`src/rtl/uart_rx_pkg.sv`:
```
// Shared definitions for the 8N1 UART receiver: state encoding and oversampling points.
package uart_rx_pkg;

    typedef logic [2:0] state_t;

    localparam state_t ST_IDLE  = 3'd0;
    localparam state_t ST_START = 3'd1;
    localparam state_t ST_DATA  = 3'd2;
    localparam state_t ST_STOP  = 3'd3;
    localparam state_t ST_BREAK = 3'd4;

    localparam int unsigned OVERSAMPLE_DEF = 16;

    // Majority-vote sample points for the default 16x oversampling
    localparam int unsigned SAMPLE_EARLY = 7;
    localparam int unsigned SAMPLE_MID   = 8;
    localparam int unsigned SAMPLE_LATE  = 9;

    // Re-centres a default sample point on OVERSAMPLE/2 for other oversampling ratios
    function automatic int unsigned scale_pt(input int unsigned pt, input int unsigned os);
        return pt + os / 2 - OVERSAMPLE_DEF / 2;
    endfunction

endpackage

```
`src/rtl/uart_rx_sync.sv`:
```
// Multi-flop synchroniser for an asynchronous level input; resets to 1 (idle-high lines).
module uart_rx_sync #(
    parameter int unsigned SYNC_STAGES = 2
) (
    input  logic i_clk,
    input  logic i_rst_n,
    input  logic i_async,
    output logic o_sync
);

    logic [SYNC_STAGES-1:0] r_sync;

    always_ff @(posedge i_clk or negedge i_rst_n) begin
        if (!i_rst_n) begin
            r_sync <= '1;
        end else begin
            r_sync <= {r_sync[SYNC_STAGES-2:0], i_async};
        end
    end

    assign o_sync = r_sync[SYNC_STAGES-1];

endmodule

```
`src/rtl/uart_rx.sv`:
```
// 8N1 UART receiver: synchronised rx, start detection, 3-sample majority vote per bit.
module uart_rx
    import uart_rx_pkg::*;
#(
    parameter int unsigned SYNC_STAGES = 2,
    parameter int unsigned OVERSAMPLE  = OVERSAMPLE_DEF
) (
    input  logic       clk,
    input  logic       reset,
    input  logic       brg16_tick,
    input  logic       rx,
    output logic [7:0] d,
    output logic       rx_done_tick,
    output logic       rx_ferr_tick,
    output logic       rx_busy
);

    localparam int unsigned CTR_W = $clog2(OVERSAMPLE);
    localparam logic [CTR_W-1:0] C_EARLY = CTR_W'(scale_pt(SAMPLE_EARLY, OVERSAMPLE));
    localparam logic [CTR_W-1:0] C_MID   = CTR_W'(scale_pt(SAMPLE_MID, OVERSAMPLE));
    localparam logic [CTR_W-1:0] C_LATE  = CTR_W'(scale_pt(SAMPLE_LATE, OVERSAMPLE));
    localparam logic [CTR_W-1:0] C_LAST  = CTR_W'(OVERSAMPLE - 1);

    state_t           r_state;
    logic [CTR_W-1:0] r_ctr;
    logic [2:0]       r_bitcnt;
    logic [7:0]       r_shift;
    logic [7:0]       r_d;
    logic             r_s_early;
    logic             r_s_mid;
    logic             r_done;
    logic             r_ferr;
    logic             w_rx_s;
    logic             w_vote;
    logic [CTR_W-1:0] w_ctr_next;

    uart_rx_sync #(
        .SYNC_STAGES(SYNC_STAGES)
    ) u_sync (
        .i_clk   (clk),
        .i_rst_n (reset),
        .i_async (rx),
        .o_sync  (w_rx_s)
    );

    // The third sample is the live synchronised value on the deciding tick
    assign w_vote     = (r_s_early & r_s_mid) | (r_s_early & w_rx_s) | (r_s_mid & w_rx_s);
    assign w_ctr_next = (r_ctr == C_LAST) ? '0 : r_ctr + 1'b1;

    always_ff @(posedge clk or negedge reset) begin
        if (!reset) begin
            r_state   <= ST_IDLE;
            r_ctr     <= '0;
            r_bitcnt  <= '0;
            r_shift   <= '0;
            r_d       <= '0;
            r_s_early <= 1'b1;
            r_s_mid   <= 1'b1;
            r_done    <= 1'b0;
            r_ferr    <= 1'b0;
        end else begin
            r_done <= 1'b0;
            r_ferr <= 1'b0;
            case (r_state)
                ST_IDLE: begin
                    if (!w_rx_s) begin
                        r_state <= ST_START;
                        r_ctr   <= '0;
                    end
                end
                ST_START, ST_DATA, ST_STOP: begin
                    if (brg16_tick) begin
                        r_ctr <= w_ctr_next;
                        if (r_ctr == C_EARLY) r_s_early <= w_rx_s;
                        if (r_ctr == C_MID)   r_s_mid   <= w_rx_s;
                        if (r_ctr == C_LATE) begin
                            if (r_state == ST_START) begin
                                if (w_vote) r_state <= ST_IDLE;
                            end else if (r_state == ST_DATA) begin
                                r_shift <= {w_vote, r_shift[7:1]};
                            end else begin
                                // Stop bit judged mid-bit so the next start edge is never missed
                                r_d <= r_shift;
                                if (w_vote) begin
                                    r_done  <= 1'b1;
                                    r_state <= ST_IDLE;
                                end else begin
                                    r_ferr  <= 1'b1;
                                    r_state <= ST_BREAK;
                                end
                            end
                        end
                        if (r_ctr == C_LAST) begin
                            if (r_state == ST_START) begin
                                r_state  <= ST_DATA;
                                r_bitcnt <= '0;
                            end else if (r_state == ST_DATA) begin
                                if (r_bitcnt == 3'd7) r_state <= ST_STOP;
                                r_bitcnt <= r_bitcnt + 1'b1;
                            end
                        end
                    end
                end
                ST_BREAK: begin
                    if (w_rx_s) r_state <= ST_IDLE;
                end
                default: r_state <= ST_IDLE;
            endcase
        end
    end

    assign d            = r_d;
    assign rx_done_tick = r_done;
    assign rx_ferr_tick = r_ferr;
    assign rx_busy      = (r_state != ST_IDLE);

endmodule
```
`config.mk`:
```
export PLATFORM = sky130hd
export DESIGN_NAME = uart_rx
export DESIGN_NICKNAME = d
export VERILOG_FILES = /design/src/rtl/uart_rx_pkg.sv /design/src/rtl/uart_rx_sync.sv /design/src/rtl/uart_rx.sv
export SDC_FILE = /design/constraint.sdc
export NUM_CORES = 1
export LEC_CHECK = 0
export BUFFER_PORTS_ARGS = -buffer_cell sky130_fd_sc_hd__buf_2
export CAP_MARGIN = 20
export CELL_PAD_IN_SITES_DETAIL_PLACEMENT = 1
export CELL_PAD_IN_SITES_GLOBAL_PLACEMENT = 1
export CORE_MARGIN = 2
export CORE_UTILIZATION = 42
export DETAILED_ROUTE_END_ITERATION = 16
export PLACE_DENSITY = 0.78
export REMOVE_ABC_BUFFERS = 1
export SETUP_SLACK_MARGIN = 0.1
export SYNTH_ARGS = -nofsm -noshare
export SYNTH_HDL_FRONTEND = slang
export SYNTH_SLANG_ARGS = --single-unit
```
`constraint.sdc`:
```
create_clock -name clk -period 1.5 [get_ports clk]
set_input_delay 0.075 -clock clk [delete_from_list [all_inputs] [get_ports clk]]
set_output_delay 0.075 -clock clk [all_outputs]
set_load 0.01 [all_outputs]
```
==> flow_metrics.env, run 1 <==
export IMPL_powerDensity_nw_per_um2=1410
export IMPL_avgSynthCellArea_um2=13.0
export IMPL_pin_count=15
export IMPL_num_antenna_cells=0
export IMPL_clock_power_share=0.168
export IMPL_post_route_cells_drive_above_1_share=0.634
export IMPL_grt_max_degree=33
export IMPL_fillers=335
export IMPL_p_int_w=0.00189
export IMPL_synth_top_family_by_area="multiplexers"
export IMPL_final_cell_mix="25 x dfrtp_1, 24 x buf_4, 17 x mux2_4"
export IMPL_drt_iter0_drc=50
export IMPL_crit_end="d[7]"
export IMPL_area_growth_pct=45.6
export IMPL_arrival_ps=1930
export IMPL_core_um2=3390
export IMPL_start_util=0.443
export IMPL_drv_slew=0
export IMPL_vias=1202
export IMPL_rows=21
export IMPL_finalSetupViolCount=26
export IMPL_yosysWarnings=0
export IMPL_grt_overflow=0
export IMPL_cts_clk_slew_worst_paths_ps=130
export IMPL_r2r_end="d[7]"
export IMPL_synth_largest_area_cell="dfrtp_1"
export IMPL_switching_power_w=0.00120
export IMPL_rrSetupSlack_ps=-160
export IMPL_max_freq_mhz=602
export IMPL_rsz0062_at_grt="yes"
export IMPL_status="finished, violations left"
export IMPL_layout_commonest_cell="dfrtp_1"
export IMPL_vias_per_cell=5.51
export IMPL_violations="setup timing"
export IMPL_crit_path_max_fanout=4
export IMPL_reg2regPathDepth=6
export IMPL_pwr_share_comb=0.455
export IMPL_p_leak_nw=1.05
export IMPL_dpl_hpwl_um=2230
export IMPL_drc_errors=0
export IMPL_peakVddDrop_v=0.000874
export IMPL_synthAdderAreaFrac=0.0483
export IMPL_hold_path_class="input port to flip-flop"
export IMPL_placed_area_um2=1700
export IMPL_timing_final_crit_share=1.11
export IMPL_cts_inserted_buffers=5
export IMPL_critPathMaxStageDelay_ps=420
export IMPL_synthMuxAreaShare=0.160
export IMPL_synth_async_reset_ratio=1.00
export IMPL_end_kind="flip-flop"
export IMPL_worst_slack_ps=-161
export IMPL_place_congestion=0.836
export IMPL_grt_pass1_wl_um=7510
export IMPL_final_area_um2=2190
export IMPL_grt_pass1_vias=1370
export IMPL_cp_required_ps=1770
export IMPL_postLayoutCoreUtil=0.646
export IMPL_antenna_left=0
export IMPL_cts_root_buf="clkbuf_4"
export IMPL_numPortBuffers=14
export IMPL_layout_min_cycle_time_ps=1660
export IMPL_dr_pass1_iters=4
export IMPL_antenna_found_initial=0
export IMPL_wirelength_um=4980
export IMPL_wl_per_cell_um=22.8
export IMPL_relSlewSlack=0.529
export IMPL_fp_dieH_um=63.8
export IMPL_die_w_um=63.8
export IMPL_worst_pin_slew_ps=707
export IMPL_netSwitchingFraction=0.388
export IMPL_cts_tree="done"
export IMPL_synth_area_leaders="dfrtp_1 47%, mux2_2 8.2%, dfstp_2 7.0%"
export IMPL_critical_path_class="flip-flop to flip-flop"
export IMPL_worst_setup_path_start_kind="flip-flop"
export IMPL_ys_types=37
export IMPL_grt_usage=0.258
export IMPL_power_frac_seq=0.377
export IMPL_synth_xor_area_share=0.00583
export IMPL_clock_latency_ps=370
export IMPL_seq_area_frac_synth=0.536
export IMPL_synth_compound_area_frac=0.0749
export IMPL_synth_top_cell_area_share=0.466
export IMPL_hold_violations=0
export IMPL_nets=180
export IMPL_synth_edf_count=0
export IMPL_cts_sinks=32
export IMPL_clockBufferDepth=2
export IMPL_crit_path_start="r_ctr[1]"
export IMPL_cap_violations=0
export IMPL_netlist_area_um2=1500
export IMPL_crit_chain="inv_2, ha_4, and3b_2, buf_4, nand4_2, mux2_4"
export IMPL_dieArea_um2=4070
export IMPL_synth_main_ff_cell="dfrtp_1"
export IMPL_yosys_area_share_simple=0.135
export IMPL_rr_startpoint="r_ctr[1]"
export IMPL_fin_skew_ps=27.7
export IMPL_slowest_stage="dfrtp_1"
export IMPL_h_tree_depth=2
export IMPL_synth_seq_cells=32
export IMPL_synth_cells=116
area by class of cell:
type	count	area [um2]	share of cell area
clock buffer	5	37.5	0.0172
multi-input combinational	75	838	0.383
sequential	32	810	0.370
timing repair buffer	50	398	0.182
inverter	7	28.8	0.0132
tap	46	57.6	0.0263
clock inverter	3	18.8	0.00858
through the flow:
step           total power, W  setup TNS, ps  cells  worst slack [ps]  hold slack (ps)
2_1_floorplan         0.00150           -921    113             -93.0             -221
4_1_cts               0.00257          -1200    209              -103             31.3
3_5_place_dp          0.00183          -1820    187              -148              169
3_3_place_gp          0.00177           -996    187             -94.6              151
5_1_grt               0.00326          -3660    218              -196             90.5
6_report              0.00309          -2680    218              -161             97.6
logic make-up after synthesis:
family          count (synthesis)
fa+ha+maj                       6
xor+xnor                        1
buf+inv                        10
mux                            19
flops                          32
compound gates                 18
simple gates                   30
cells in the mapped netlist (all sizes together), types with 2 or more instances:
master   n
o21ai    9
mux2    19
dfstp    4
nand3b   2
buf      3
nand2b   2
nand4    2
dfrtp   28
nand3    3
inv      7
and3     2
nor2     8
nand2    4
ha       5
nand4b   2
a21oi    2
critical path, delay by kind of cell (launching register included):
family,cells,cell delay (ps)
DFF,1,420
and+or+nand+nor,2,430
adders and majority gates,1,130
muxes,1,370
buffers and inverters,2,230
power by group through the flow:
stage | registers (W) | clock network (W) | logic [W]
after floorplan | 0.00115 | 0 | 0.000356
after global placement | 0.00114 | 0 | 0.000633
after detailed placement | 0.00116 | 0 | 0.000678
after CTS | 0.00115 | 0.000514 | 0.000903
after global routing | 0.00117 | 0.000579 | 0.00151
final | 0.00116 | 0.000519 | 0.00141
routing by layer:
metal	up-vias	track usage	wire length, um
met2	38	0.418	2580
met4	0	0.193	238
li1	526	-	-
met5	-	0	0
met3	20	0.0827	185
met1	618	0.280	1970
how the worst min path moves through the flow:
stage / startpoint / endpoint / depth (start not counted)
4_1_cts: brg16_tick / r_state[1] / 3
2_1_floorplan: reset / d[0] / 0
3_3_place_gp: reset / r_ctr[3] / 1
3_5_place_dp: reset / r_state[0] / 1
5_1_grt: brg16_tick / r_state[1] / 3
6_report: brg16_tick / r_state[1] / 3
registers in the layout, summed over array words and instances (netlist names):
signal and flops:
r_state 3, rx_done_tick 1, d 8, r_s_mid 1, r_shift 8, r_ctr 4, r_s_early 1, r_bitcnt 3
u_sync.r_sync 2, rx_ferr_tick 1
what timing repair did:
action,4_1_cts,5_1_grt
endpoints found under the hold margin,29,0
cloned,1,0
hold buffers,2,0
endpoints found under the setup margin,29,31
gates resized for setup,31,28
buffers inserted,11,9
pin swaps,8,11
(Power assumes the default switching activity.)
==> run 2: changes to the inputs <==
--- a/config.mk
+++ b/config.mk
@@ -5,12 +5,13 @@
 export SDC_FILE = /design/constraint.sdc
 export NUM_CORES = 1
 export LEC_CHECK = 0
+export ABC_AREA = 1
 export BUFFER_PORTS_ARGS = -buffer_cell sky130_fd_sc_hd__buf_2
 export CAP_MARGIN = 20
 export CELL_PAD_IN_SITES_DETAIL_PLACEMENT = 1
 export CELL_PAD_IN_SITES_GLOBAL_PLACEMENT = 1
 export CORE_MARGIN = 2
-export CORE_UTILIZATION = 42
+export CORE_UTILIZATION = 39
 export DETAILED_ROUTE_END_ITERATION = 16
 export PLACE_DENSITY = 0.78
 export REMOVE_ABC_BUFFERS = 1
==> run 2 against run 1 <==
Effect of this change: the flow now finishes without violations; critical path depth increased by 2; count of clock-buffer cells in the layout up 2; fmax grew 20%; routed wire length shrank 23%; die area up 6.6%; synthesized cell count is 41% higher; register-to-register slack improved by 280 ps; final area shrank 7.9%; non-clock buffer count decreased by 19; sequential share of layout area increased by 3.2 points; worst setup slack better by 280 ps; sequential power decreased by 3%; largest power group is now registers.
==> flow_metrics.env, run 2 <==
export IMPL_reg2regPathDepth=8
export IMPL_synth_common_cells="34 x nand2_1, 28 x dfrtp_1, 21 x inv_1, 15 x o21ai_1, 12 x nand3_1"
export IMPL_timing_final_crit_share=0.923
export IMPL_powerDensity_nw_per_um2=1550
export IMPL_num_antenna_cells=0
export IMPL_status="finished, final reports clean"
export IMPL_netSwitchingFraction=0.351
export IMPL_wirelength_um=3830
export IMPL_rr_startpoint="r_ctr[1]"
export IMPL_clockBufferDepth=2
export IMPL_dr_pass1_iters=4
export IMPL_fillers=419
export IMPL_core_um2=3660
export IMPL_drc_errors=0
export IMPL_relSlewSlack=0.531
export IMPL_start_util=0.408
export IMPL_arrival_ps=1530
export IMPL_antenna_left=0
export IMPL_critical_path_class="flip-flop to flip-flop"
export IMPL_synth_seq_cells=32
export IMPL_clock_power_share=0.285
export IMPL_layout_commonest_cell="nand2_1"
export IMPL_grt_overflow=0
export IMPL_antenna_found_initial=0
export IMPL_rrSetupSlack_ps=120
export IMPL_seq_area_frac_synth=0.539
export IMPL_synth_largest_area_cell="dfrtp_1"
export IMPL_synth_area_leaders="dfrtp_1 47%, nand2_1 8.5%, dfstp_2 7.0%"
export IMPL_die_w_um=65.9
export IMPL_switching_power_w=0.00109
export IMPL_synth_main_ff_cell="dfrtp_1"
export IMPL_grt_usage=0.186
export IMPL_cts_tree="done"
export IMPL_p_int_w=0.00202
export IMPL_p_leak_nw=0.943
export IMPL_hold_depth=0
export IMPL_hold_violations=0
export IMPL_place_congestion=0.843
export IMPL_cts_root_buf="clkbuf_8"
export IMPL_final_area_um2=2020
export IMPL_worstHoldStart="u_sync.r_sync[0]"
export IMPL_hold_end="u_sync.r_sync[1]"
export IMPL_vias=1227
export IMPL_numPortBuffers=14
export IMPL_cts_inserted_buffers=5
export IMPL_fin_skew_ps=6.34
export IMPL_grt_pass1_wl_um=5990
export IMPL_synth_top_cell_area_share=0.469
export IMPL_yosysWarnings=0
export IMPL_max_freq_mhz=722
export IMPL_rows=22
export IMPL_cp_required_ps=1650
export IMPL_ys_types=21
export IMPL_wl_per_cell_um=15.4
export IMPL_pin_count=15
export IMPL_post_route_cells_drive_above_1_share=0.398
export IMPL_grt_pass1_vias=1268
export IMPL_peakVddDrop_v=0.000766
export IMPL_final_cell_mix="31 x nand2_1, 25 x dfrtp_1, 20 x inv_1"
export IMPL_end_kind="flip-flop"
export IMPL_pwr_share_comb=0.356
export IMPL_synth_cells=164
export IMPL_netlist_area_um2=1490
export IMPL_dpl_hpwl_um=2540
export IMPL_power_w=0.00312
export IMPL_fp_dieH_um=65.9
export IMPL_placed_area_um2=1700
export IMPL_grt_max_degree=33
export IMPL_hold_path_class="flip-flop to flip-flop"
export IMPL_area_growth_pct=34.9
export IMPL_avgSynthCellArea_um2=9.11
export IMPL_synth_edf_count=0
export IMPL_vias_per_cell=4.93
export IMPL_h_tree_depth=2
export IMPL_crit_path_max_fanout=16
export IMPL_worst_pin_slew_ps=703
export IMPL_drt_iter0_drc=42
export IMPL_layout_min_cycle_time_ps=1380
export IMPL_clock_latency_ps=280
export IMPL_cts_clk_slew_worst_paths_ps=60
export IMPL_rsz0062_at_grt="yes"
export IMPL_cap_violations=0
export IMPL_synth_async_reset_ratio=1.00
export IMPL_nets=209
export IMPL_r2r_end="r_shift[7]"
export IMPL_worst_setup_path_start_kind="flip-flop"
export IMPL_synth_most_common_cell="nand2_1"
export IMPL_dieArea_um2=4340
export IMPL_cts_sinks=32
export IMPL_power_frac_seq=0.359
export IMPL_drv_slew=0
export IMPL_finalSetupViolCount=0
-- run 2: final cells by class --
class	instances	area, um2	area share
multi-input cells	105	704	0.349
inverters	25	96.3	0.0478
clock buffers	7	96.3	0.0478
repair buffers	31	219	0.109
flip-flops and latches	32	810	0.402
well taps	48	60.1	0.0298
clock inverters	1	30.0	0.0149
-- run 2: cells by family after synthesis --
family,Yosys count,synth area share
AND/OR/NAND/NOR,66,0.209
AO/OA/AOI/OAI,33,0.131
flip-flops,32,0.539
buffers and inverters,27,0.0737
adder cells (fa/ha/maj),5,0.0419
XOR/XNOR,1,0.00586
-- run 2: repair_timing --
item,4_1_cts,5_1_grt
endpoints found under the hold margin,29,0
hold buffers,2,0
resized for setup,17,17
setup endpoints to repair,28,24
gates cloned,0,0
buffers inserted,2,3
pin swaps,0,5
-- run 2: worst max path at each step --
stage	startpoint	end	slack [ps]	cells after the start
final	r_ctr[1]	r_shift[7]	120	8
after global placement	r_ctr[0]	r_shift[7]	40	6
after global routing	r_ctr[1]	r_state[0]	40	8
after CTS	r_ctr[1]	r_state[0]	100	9
after floorplan	r_ctr[1]	d[0]	-40	7
after detailed placement	r_ctr[0]	r_shift[7]	-60	6
-- run 2: worst max-delay path: stages, from the launching register on --
cell and delay [ps]:
dfrtp_1 400, inv_2 90, ha_4 140, nand3_4 80, nor2_4 130, buf_4 140
nand2_4 110, nand2_1 100, o21ai_1 60
-- run 2: stage by stage --
step | setup TNS (ps) | instances | setup WS, ps | hold slack [ps] | utilization
after floorplan | -288 | 162 | -38.7 | -221 | -
after global placement | 0 | 234 | 35.7 | 166 | 0.463
after detailed placement | -508 | 234 | -55.8 | 175 | 0.463
after CTS | 0 | 246 | 104 | 321 | 0.525
after global routing | 0 | 249 | 41.7 | 367 | 0.551
final | 0 | 249 | 115 | 359 | 0.551
-- run 2: per-layer routing --
layer | up-vias | track usage | part of all wire | routed length [um]
met3 | 4 | 0.0494 | 0.029 | 111
met2 | 18 | 0.316 | 0.53 | 2010
met5 | - | 0 | 0 | 0
li1 | 600 | - | - | -
met1 | 605 | 0.227 | 0.43 | 1670
met4 | 0 | 0.0625 | 0.0099 | 38
-- run 2: power groups by stage --
stage	combinational [W]	sequential (W)	clock (W)
after global placement	0.000734	0.00109	0
final	0.00111	0.00112	0.000888
after detailed placement	0.000789	0.00110	0
after floorplan	0.000475	0.00109	0
after global routing	0.00122	0.00113	0.000945
after CTS	0.000927	0.00110	0.000909
==> run 3: changes to the inputs <==
--- a/config.mk
+++ b/config.mk
@@ -11,9 +11,9 @@
 export CELL_PAD_IN_SITES_DETAIL_PLACEMENT = 1
 export CELL_PAD_IN_SITES_GLOBAL_PLACEMENT = 1
 export CORE_MARGIN = 2
-export CORE_UTILIZATION = 39
+export CORE_UTILIZATION = 45
 export DETAILED_ROUTE_END_ITERATION = 16
-export PLACE_DENSITY = 0.78
+export PLACE_DENSITY = 0.84
 export REMOVE_ABC_BUFFERS = 1
 export SETUP_SLACK_MARGIN = 0.1
 export SYNTH_ARGS = -nofsm -noshare
==> constraint.sdc (replaced) <==
create_clock -name clk -period 1.75 [get_ports clk]
set_input_delay 0.0875 -clock clk [delete_from_list [all_inputs] [get_ports clk]]
set_output_delay 0.0875 -clock clk [all_outputs]
set_load 0.01 [all_outputs]
==> run 3 against run 2 <==
Effect of this change: worst hold slack got worse by 69 ps; first-iteration DRC count is 24% higher; routed wire length is 9.5% lower; utilization is 0.83 points higher; combinational power fell by 46%; cell count fell by 6.8%; clock power shrank 53%; worst setup slack better by 54 ps; sequential share of layout area up 6.3 points.
==> flow_metrics.env, run 3 (synthesis results as in run 2) <==
export IMPL_status="finished, final reports clean"
export IMPL_dp_slack_ps=98.4
export IMPL_grt_usage=0.216
export IMPL_placed_cells=221
export IMPL_fp_dieH_um=61.6
export IMPL_setup_tns_final_ps=0
export IMPL_numPortBuffers=14
export IMPL_cts_clk_slew_worst_paths_ps=110
export IMPL_arrival_ps=1820
export IMPL_wl_per_cell_um=14.9
export IMPL_dieArea_um2=3800
export IMPL_crit_end="d[0]"
export IMPL_clockBufferDepth=2
export IMPL_grt_pass1_wl_um=5740
export IMPL_vias=1173
export IMPL_pin_count=15
export IMPL_critPathMaxStageDelay_ps=430
export IMPL_clock_latency_ps=340
export IMPL_end_kind="flip-flop"
export IMPL_antenna_left=0
export IMPL_area_growth_pct=16.1
export IMPL_die_w_um=61.6
export IMPL_cts_sinks=32
export IMPL_max_freq_mhz=633
export IMPL_rr_startpoint="r_ctr[1]"
export IMPL_worst_setup_path_start_kind="flip-flop"
export IMPL_layout_commonest_cell="nand2_1"
export IMPL_nets=196
export IMPL_cp_num_buf_inv=2
export IMPL_slowest_stage="dfrtp_1"
export IMPL_powerDensity_nw_per_um2=1150
export IMPL_drv_slew=0
export IMPL_reg2regPathDepth=8
export IMPL_timing_final_crit_share=0.903
export IMPL_crit_cells=8
export IMPL_stdcell_count=232
export IMPL_cts_tree="done"
export IMPL_peakVddDrop_v=0.000596
export IMPL_rows=20
export IMPL_drc_errors=0
export IMPL_fin_skew_ps=13.5
export IMPL_vias_per_cell=5.06
export IMPL_p_leak_nw=0.840
export IMPL_place_congestion=0.804
export IMPL_post_route_cells_drive_above_1_share=0.271
export IMPL_core_um2=3100
export IMPL_crit_path_max_fanout=19
export IMPL_worstHoldStart="brg16_tick"
export IMPL_rrSetupSlack_ps=170
export IMPL_finalSetupViolCount=0
export IMPL_cts_inserted_buffers=5
export IMPL_worst_pin_slew_ps=723
export IMPL_worst_slack_ps=169
export IMPL_num_antenna_cells=0
export IMPL_r2r_end="d[0]"
export IMPL_rsz0062_at_grt="no"
export IMPL_final_cell_mix="34 x nand2_1, 28 x dfrtp_1, 20 x inv_1"
export IMPL_cap_violations=0
export IMPL_hold_path_class="input port to flip-flop"
export IMPL_hold_violations=0
export IMPL_cp_required_ps=1990
export IMPL_start_util=0.481
export IMPL_layout_min_cycle_time_ps=1580
export IMPL_grt_pass1_vias=1253
export IMPL_relSlewSlack=0.518
export IMPL_antenna_found_initial=0
export IMPL_dpl_hpwl_um=2440
export IMPL_grt_overflow=0
export IMPL_grt_max_degree=33
export IMPL_critical_path_class="flip-flop to flip-flop"
export IMPL_drt_iter0_drc=52
export IMPL_h_tree_depth=2
export IMPL_crit_path_start="r_ctr[1]"
export IMPL_crit_family="simple AND/OR/NAND/NOR gates"
export IMPL_wirelength_um=3470
export IMPL_crit_chain="inv_2, ha_1, nand3_2, nor2_4, nand4_4, buf_12, nand2_1, o21ai_2"
export IMPL_dr_pass1_iters=4
export IMPL_cts_root_buf="clkbuf_4"
## run 3: cell count changes in the layout (fill, tap and decap cells not counted), moves of 3 or more
| cell | before | now |
|---|---|---|
| nand2_1 | 31 | 34 |
| nor2_1 | 7 | 10 |
| dfrtp_1 | 25 | 28 |
| buf_4 | 13 | 1 |
| nand3_4 | 4 | 0 |
| nand2_2 | 3 | 0 |
| clkbuf_8 | 7 | 0 |
| dfrtp_2 | 3 | 0 |
| nand3_1 | 7 | 10 |
| clkbuf_4 | 0 | 5 |
## run 3: area by class of cell
cell class	instances	area (um2)
Sequential cell	32	806
Tap cell	44	55.1
Multi-Input combinational cell	105	606
Clock inverter	3	18.8
Inverter	25	93.8
Timing Repair Buffer	18	118
Clock buffer	5	37.5
Fill cell	388	1370
## run 3: worst reg2reg max path, delay by kind of cell, from the launching register on
kind | cells | cell delay [ps]
compound gates | 1 | 50
flops | 1 | 430
simple gates | 4 | 540
buf+inv | 2 | 280
fa+ha+maj | 1 | 190
## run 3: layer usage
| metal | share of wire | GRT usage | vias up |
|---|---|---|---|
| met4 | 0.020 | 0.0881 | 0 |
| met2 | 0.54 | 0.373 | 14 |
| met5 | 0 | 0 | - |
| li1 | - | - | 575 |
| met3 | 0.022 | 0.0651 | 6 |
| met1 | 0.42 | 0.249 | 578 |
## run 3: power by group
group          internal, W  switching (W)
Sequential        0.000842       0.000130
Combinational     0.000205       0.000395
Clock             0.000154       0.000265
## run 3: timing repair
action                                  4_1_cts  5_1_grt
gates cloned                                  0        0
endpoints found under the setup margin       12       23
resized for setup                             1        7
hold endpoints to repair                     29        0
hold buffers                                  2        0
pin swaps                                     0        1
setup buffers                                 0        1
## run 3: stage by stage
| step | power (W) | cell area (um2) | util | hold slack [ps] |
|---|---|---|---|---|
| after detailed placement | 0.00152 | 1620 | 0.523 | 182 |
| after CTS | 0.00195 | 1700 | 0.548 | 251 |
| final | 0.00199 | 1730 | 0.559 | 289 |
| after global routing | 0.00214 | 1730 | 0.559 | 302 |
| after global placement | 0.00147 | 1620 | 0.523 | 165 |
| after floorplan | 0.00134 | 1480 | - | -208 |
## run 3: worst min path at each step
stage                     endpoint  slack (ps)  depth (start not counted)
after floorplan               d[0]        -210                          0
after global placement    r_ctr[0]         160                          1
after detailed placement  r_ctr[3]         180                          1
after CTS                 r_ctr[1]         250                          5
after global routing      r_ctr[1]         300                          5
final                     r_ctr[1]         290                          5
